==> src/rtl/vga_timing_gen.sv <==
// Raster timing generator: sync, active window, pixel coordinates and line/frame strobes.
// Define VGA_TIMING_PREFETCH_EN to make active/pixel/strobe outputs lead the syncs by one cycle.
module vga_timing_gen #(
    parameter int unsigned H_SYNC   = 96,
    parameter int unsigned H_BACK   = 48,
    parameter int unsigned H_ACTIVE = 640,
    parameter int unsigned H_FRONT  = 16,
    parameter int unsigned V_SYNC   = 2,
    parameter int unsigned V_BACK   = 33,
    parameter int unsigned V_ACTIVE = 480,
    parameter int unsigned V_FRONT  = 10,
    parameter bit          HS_POL   = 1'b0,
    parameter bit          VS_POL   = 1'b0
) (
    input  logic       clk25MHz,
    input  logic       reset,
    input  logic       pix_en,
    output logic       VGA_HS,
    output logic       VGA_VS,
    output logic       active,
    output logic [9:0] pixel_x,
    output logic [9:0] pixel_y,
    output logic       line_start,
    output logic       frame_start
);

    typedef enum logic [1:0] {StSync, StBack, StActive, StFront} phase_e;

    localparam logic [9:0] H_SYNC_END  = 10'(H_SYNC - 1);
    localparam logic [9:0] H_BACK_END  = 10'(H_SYNC + H_BACK - 1);
    localparam logic [9:0] H_ACT_END   = 10'(H_SYNC + H_BACK + H_ACTIVE - 1);
    localparam logic [9:0] H_LAST      = 10'(H_SYNC + H_BACK + H_ACTIVE + H_FRONT - 1);
    localparam logic [9:0] H_ACT_START = 10'(H_SYNC + H_BACK);
    localparam logic [9:0] V_SYNC_END  = 10'(V_SYNC - 1);
    localparam logic [9:0] V_BACK_END  = 10'(V_SYNC + V_BACK - 1);
    localparam logic [9:0] V_ACT_END   = 10'(V_SYNC + V_BACK + V_ACTIVE - 1);
    localparam logic [9:0] V_LAST      = 10'(V_SYNC + V_BACK + V_ACTIVE + V_FRONT - 1);
    localparam logic [9:0] V_ACT_START = 10'(V_SYNC + V_BACK);

    logic [9:0] h_cnt_q, h_cnt_d, v_cnt_q, v_cnt_d;
    phase_e     h_st_q, h_st_d, v_st_q, v_st_d;
    logic       h_last, v_last;

    logic [9:0] dec_h_cnt, dec_v_cnt;
    phase_e     dec_h_st, dec_v_st;
    logic       act_d, ls_d, fs_d, ls_q, fs_q;
    logic [9:0] px_d, py_d;

    // Shared phase sequencing for both axes: leave a phase on its last count.
    function automatic phase_e next_phase(input phase_e cur, input logic [9:0] cnt,
                                          input logic [9:0] sync_end, input logic [9:0] back_end,
                                          input logic [9:0] act_end, input logic [9:0] last);
        phase_e nxt;
        nxt = cur;
        unique case (cur)
            StSync:   if (cnt == sync_end) nxt = StBack;
            StBack:   if (cnt == back_end) nxt = StActive;
            StActive: if (cnt == act_end)  nxt = StFront;
            StFront:  if (cnt == last)     nxt = StSync;
        endcase
        return nxt;
    endfunction

    assign h_last = (h_cnt_q == H_LAST);
    assign v_last = (v_cnt_q == V_LAST);

    always_comb begin
        h_cnt_d = h_cnt_q;
        v_cnt_d = v_cnt_q;
        h_st_d  = h_st_q;
        v_st_d  = v_st_q;
        if (pix_en) begin
            h_cnt_d = h_last ? '0 : h_cnt_q + 10'd1;
            h_st_d  = next_phase(h_st_q, h_cnt_q, H_SYNC_END, H_BACK_END, H_ACT_END, H_LAST);
            if (h_last) begin
                v_cnt_d = v_last ? '0 : v_cnt_q + 10'd1;
                v_st_d  = next_phase(v_st_q, v_cnt_q, V_SYNC_END, V_BACK_END, V_ACT_END, V_LAST);
            end
        end
    end

`ifdef VGA_TIMING_PREFETCH_EN
    // Decode the upcoming raster position so the pixel path is one cycle ahead of sync.
    assign dec_h_cnt = h_cnt_d;
    assign dec_v_cnt = v_cnt_d;
    assign dec_h_st  = h_st_d;
    assign dec_v_st  = v_st_d;
`else
    assign dec_h_cnt = h_cnt_q;
    assign dec_v_cnt = v_cnt_q;
    assign dec_h_st  = h_st_q;
    assign dec_v_st  = v_st_q;
`endif

    always_comb begin
        act_d = (dec_h_st == StActive) && (dec_v_st == StActive);
        px_d  = act_d ? dec_h_cnt - H_ACT_START : '0;
        py_d  = act_d ? dec_v_cnt - V_ACT_START : '0;
        ls_d  = act_d && (px_d == '0);
        fs_d  = ls_d && (py_d == '0);
    end

    always_ff @(posedge clk25MHz or posedge reset) begin
        if (reset) begin
            h_cnt_q <= '0;
            v_cnt_q <= '0;
            h_st_q  <= StSync;
            v_st_q  <= StSync;
            VGA_HS  <= ~HS_POL;
            VGA_VS  <= ~VS_POL;
            active  <= 1'b0;
            pixel_x <= '0;
            pixel_y <= '0;
            ls_q    <= 1'b0;
            fs_q    <= 1'b0;
        end else if (pix_en) begin
            h_cnt_q <= h_cnt_d;
            v_cnt_q <= v_cnt_d;
            h_st_q  <= h_st_d;
            v_st_q  <= v_st_d;
            VGA_HS  <= (h_st_q == StSync) ? HS_POL : ~HS_POL;
            VGA_VS  <= (v_st_q == StSync) ? VS_POL : ~VS_POL;
            active  <= act_d;
            pixel_x <= px_d;
            pixel_y <= py_d;
            ls_q    <= ls_d;
            fs_q    <= fs_d;
        end
    end

    // Held strobes are masked while stalled so each pulse is seen for one enabled cycle only.
    assign line_start  = ls_q & pix_en;
    assign frame_start = fs_q & pix_en;

endmodule

==> config.mk <==
export PLATFORM = sky130hd
export DESIGN_NAME = vga_timing_gen
export DESIGN_NICKNAME = d
export VERILOG_FILES = /design/src/rtl/vga_timing_gen.sv
export SDC_FILE = /design/constraint.sdc
export NUM_CORES = 1
export LEC_CHECK = 0
export BUFFER_PORTS_ARGS = -buffer_cell sky130_fd_sc_hd__buf_2
export CAP_MARGIN = 20
export CORE_ASPECT_RATIO = 0.6
export CORE_MARGIN = 3
export CORE_UTILIZATION = 60
export DETAILED_ROUTE_END_ITERATION = 7
export GPL_TIMING_DRIVEN = 1
export HOLD_SLACK_MARGIN = 0.12
export PLACE_DENSITY_LB_ADDON = 0.1
export SKIP_LAST_GASP = 1
export SLEW_MARGIN = 5
export SYNTH_ARGS = -nofsm -noshare
export SYNTH_HDL_FRONTEND = slang
export SYNTH_SLANG_ARGS = --single-unit
==> constraint.sdc <==
create_clock -name clk25MHz -period 6.7 [get_ports clk25MHz]
set_clock_uncertainty 0.15 [all_clocks]
set_input_delay 1.34 -clock clk25MHz [delete_from_list [all_inputs] [get_ports clk25MHz]]
set_output_delay 1.34 -clock clk25MHz [all_outputs]
set_load 0.1 [all_outputs]
After elaboration in Yosys (flattened, before gate mapping)
Index checks and enable logic that the tools add are counted.
Cells by class
  add/sub/neg operators: 4
  equal/unequal tests: 22
  multiplexer cells: 16
  bitwise operators: 2
  reduce and logical (&&, ||, !) cells: 10
Operators by type and width (number)
  10-bit equality test (second input constant): 4
  10-bit 2-to-1 mux: 4
  10-bit by 1-bit adder with 10-bit output (second input constant): 2
  10-bit zero test: 2
  2-bit 2-to-1 mux: 8
  2-bit != test (second input constant): 8
  2-bit one-hot mux with 4 select lines: 2
  10-bit by 1-bit equality test with 1-bit output (second input constant): 1
  10-bit by 6-bit equality test with 1-bit output (second input constant): 1
  10-bit by 7-bit equality test with 1-bit output (second input constant): 1
  10-bit by 8-bit equality test with 1-bit output (second input constant): 1
  10-bit by 6-bit subtractor with 10-bit output (second input constant): 1
  10-bit by 8-bit subtractor with 10-bit output (second input constant): 1
  2-bit equality test (second input constant): 4
  6-bit AND reduction: 1
  5-bit AND reduction: 1
  2-bit by 1-bit equality test with 1-bit output (second input constant): 2
  2-bit zero test: 2
  1-bit logical AND: 3
  1-bit AND: 2
  1-bit 2-to-1 mux: 2
  2-bit AND reduction: 1
Word-level totals
  register bits: 49
  output and inout port bits: 25
  word-level logic and storage cells: 65

Logic depth before layout (Yosys ltp)
  depth in word-level cells: 6
  mapped depth: 8
  mapped depth without buffers: 7

Least setup slack after synthesis
Ideal clock, no wire load.
  path type: input -> output
  from: input pix_en
  to: output frame_start
  data arrival time: 3.046 ns
  path slack: 2.164 ns
  stages: 4
  path through: buf_2 > inv_2 > clkbuf_1 > nor2_1
On the way
  word-level cells in the longest chain between the ends: 1
RTL lines
  from (decl): line 17  | input logic pix_en,
  1-bit AND: line 133  | assign frame_start = fs_q & pix_en;
  to (decl): line 24  | output logic frame_start
Every way passes these cells.

Worst setup path in the final report
  from: input pix_en
  to: output line_start
On the way
  word-level cells in the longest chain between the ends: 1
RTL lines
  1-bit AND: line 132  | assign line_start = ls_q & pix_en;
  to (decl): line 23  | output logic line_start,
Every way passes these cells.

==> flow_metrics.py <==
metrics = {
    "setup_path": {
        "slowest_delay_ps": 440,
        "reg2regPathDepth": 7,
        "crit_top_cell": "buf_2",
        "crit_arrival_ps": 2650,
        "critPathKind": "in -> out",
        "reg2reg_from": "dec_h_st[0]",
        "critPathLaunchType": "primary input",
        "path_delay_family": "buffers and inverters",
        "path_cells": "buf_2, inv_2, nor2_1, buf_2",
        "cp_max_fo": 27,
        "worst-path-buf-inv": 3,
        "r2r_end": "fs_q",
        "end_kind": "primary output",
        "crit_required_ps": 5210,
        "r2r_slack_ps": 4150,
        "slowest_stage": "buf_2",
    },
    "cts": {
        "cts_setup_buffers": 0,
        "cts.clk_slew.worst_paths_ps": 90,
        "cts_tree": "yes",
        "clk_latency_ps": 310,
        "cts_resized": 0,
        "numCtsBuffers": 5,
        "cts.sinks": 49,
        "cts-htree-levels": 2,
        "cts_max_path_buffers": 2,
        "hold_buffers": 0,
        "cts_root_buf": "clkbuf_8",
    },
    "sta": {
        "setup_viol": 0,
        "fmax_mhz": 241,
        "hold_viol": 0,
        "maxSlewHeadroom_pct": 62.9,
        "worstMarginPinSlew_ps": 553,
        "fin_crit_ps": 4140,
        "grt_setup_unrepaired": "no",
        "min_period_over_period_pct": 61.8,
        "layout_setup_ws_ps": 2560,
        "tns_ps": 0,
        "maxSlewViolCount": 0,
    },
    "yosys": {
        "yosys.area.top_type": "dfrtp_1",
        "syn_nets": 306,
        "synth_warnings": 0,
        "ys_seq_area_share_pct": 43.5,
        "yosysTopAreaCellShare_pct": 41.6,
        "syn_area_per_cell_um2": 9.91,
        "synth_edf_count": 0,
        "async_reset_ff_share_pct": 100,
        "ys_top_cells_by_area": "dfrtp_1 (42%), ha_1 (8.0%), nand2_1 (4.0%)",
        "ys_seq_elements": 49,
        "yosysUniqueCellTypes": 49,
        "syn_area_mm2": 0.00282,
        "synthCells": 285,
        "synth_ff_type": "dfrtp_1",
    },
    "pwr": {
        "p_per_area_mw_per_mm2": 262,
        "peakVddDrop_mv": 0.190,
        "power.leakage_nw": 1.43,
    },
    "grt": {
        "grt-ovfl-total": 0,
        "antenna_found_initial": 0,
        "grt_pass1_wl_mm": 9.69,
        "grt_usage_pct": 22.9,
        "grt_pass1_vias": 1838,
        "grt_max_degree": 50,
    },
    "worst_hold_path": {
        "hold-path-endpoint": "pixel_x[0]",
        "hp-start": "pixel_x[0]",
        "hold_class": "reg -> reg",
        "hold_depth": 1,
    },
    "final_layout": {
        "multi_input_area_mm2": 0.00142,
        "nets": 323,
        "final_cells": 363,
        "drive_above_1_share_pct": 18.5,
        "antenna_cells": 0,
        "seq_area_mm2": 0.00123,
        "fillers": 331,
        "syn_to_final_growth_pct": 9.35,
    },
    "floorplan": {
        "io_pins": 28,
        "die_w_um": 94.6,
        "design.die.area_mm2": 0.00559,
        "core_mm2": 0.00432,
        "dieHeight_um": 59.1,
        "initial_core_util_pct": 65.3,
        "fp-row-count": 18,
    },
    "placement": {
        "placed_cells": 354,
        "portBuffers": 27,
        "dpl_worst_slack_ps": 2560,
        "hpwlAfterDp_mm": 4.08,
        "gp_congestion": 0.839,
    },
    "detailed_routing": {
        "dr.pass1.iters": 4,
        "drt_wl_total_mm": 5.76,
        "ant_nets": 0,
        "drtIter0Drc": 148,
        "drc": 0,
        "wl_per_cell_um": 15.9,
        "num_vias": 2103,
        "via_per_inst": 5.79,
    },
    "run_status": {
        "status": "finished clean",
    },
    "flow_run": {
        "maxCapViolations": 0,
    },
}
Yosys cell counts, drive strengths merged (8+ instances only):
cell     number
dfrtp        47
xnor2        12
inv          18
buf          17
ha           18
a21oi         9
xor2          8
nor2         19
nand2        30
o21ai        18
o2bb2ai      11
kinds of logic after synthesis:
group | share of synthesized area (%)
buf+inv | 6.42
simple gates | 19.0
xor+xnor | 6.20
mux | 3.63
flops | 43.5
compound gates | 13.3
fa+ha+maj | 7.98
cells in the final DEF, fill, tap and decap left out, types with 8 or more instances in the layout:
| cell | count |
|---|---|
| dfrtp_1 | 47 |
| nand2_1 | 30 |
| buf_2 | 27 |
| nor2_1 | 19 |
| ha_1 | 18 |
| inv_1 | 16 |
| o21ai_0 | 16 |
| xnor2_1 | 12 |
| o2bb2ai_1 | 11 |
| a21oi_1 | 9 |
| xor2_1 | 8 |
registers in the layout, indices dropped and copies added, names as in the netlist, 2 cells and up:
name and cells:
pixel_x 10, dec_h_st 2, dec_v_st 2, dec_h_cnt 10, pixel_y 10, dec_v_cnt 10
through the flow:
step	util [%]	hold WS (ps)	area, µm²	total power, W
2_1_floorplan	-	343	2820	0.000521
3_3_place_gp	67.9	314	2930	0.000552
3_5_place_dp	67.9	318	2930	0.000560
4_1_cts	70.9	342	3070	0.000812
5_1_grt	71.4	360	3090	0.000862
6_report	71.4	339	3090	0.000809
worst max-delay path by stage:
stage                     startpoint           to  slack (ps)  depth (start not counted)
after global routing          pix_en   line_start        2460                          4
after CTS                     pix_en   line_start        2550                          4
final                         pix_en   line_start        2560                          4
after global placement        pix_en   line_start        2590                          4
after floorplan               pix_en  frame_start        2160                          4
after detailed placement      pix_en   line_start        2560                          4
power by group:
part / internal (W) / leakage [nW] / switching [W] / total (W)
clock: 0.000148 / 0.0681 / 0.000103 / 0.000251
sequential: 0.000325 / 0.645 / 0.0000482 / 0.000373
combinational: 0.0000713 / 0.721 / 0.000113 / 0.000185
total: 0.000544 / 1.43 / 0.000264 / 0.000809
cell type report:
class                      instances  area share (%)
clock inverter                     3            2.11
tap                               60            2.43
clock buffer                       5            2.23
inverter                          18            2.19
multi-input combinational        199            46.0
sequential                        49            39.8
timing repair buffer              29            5.27
layer usage:
layer	global-route usage, %	share of wire, %	up-vias
li1	-	-	1029
met1	36.6	52	1003
met2	29.9	39	63
met3	5.84	8.1	8
met4	6.16	1.1	0
met5	0	0	-
Note: power is estimated with default switching activity, not from simulation.
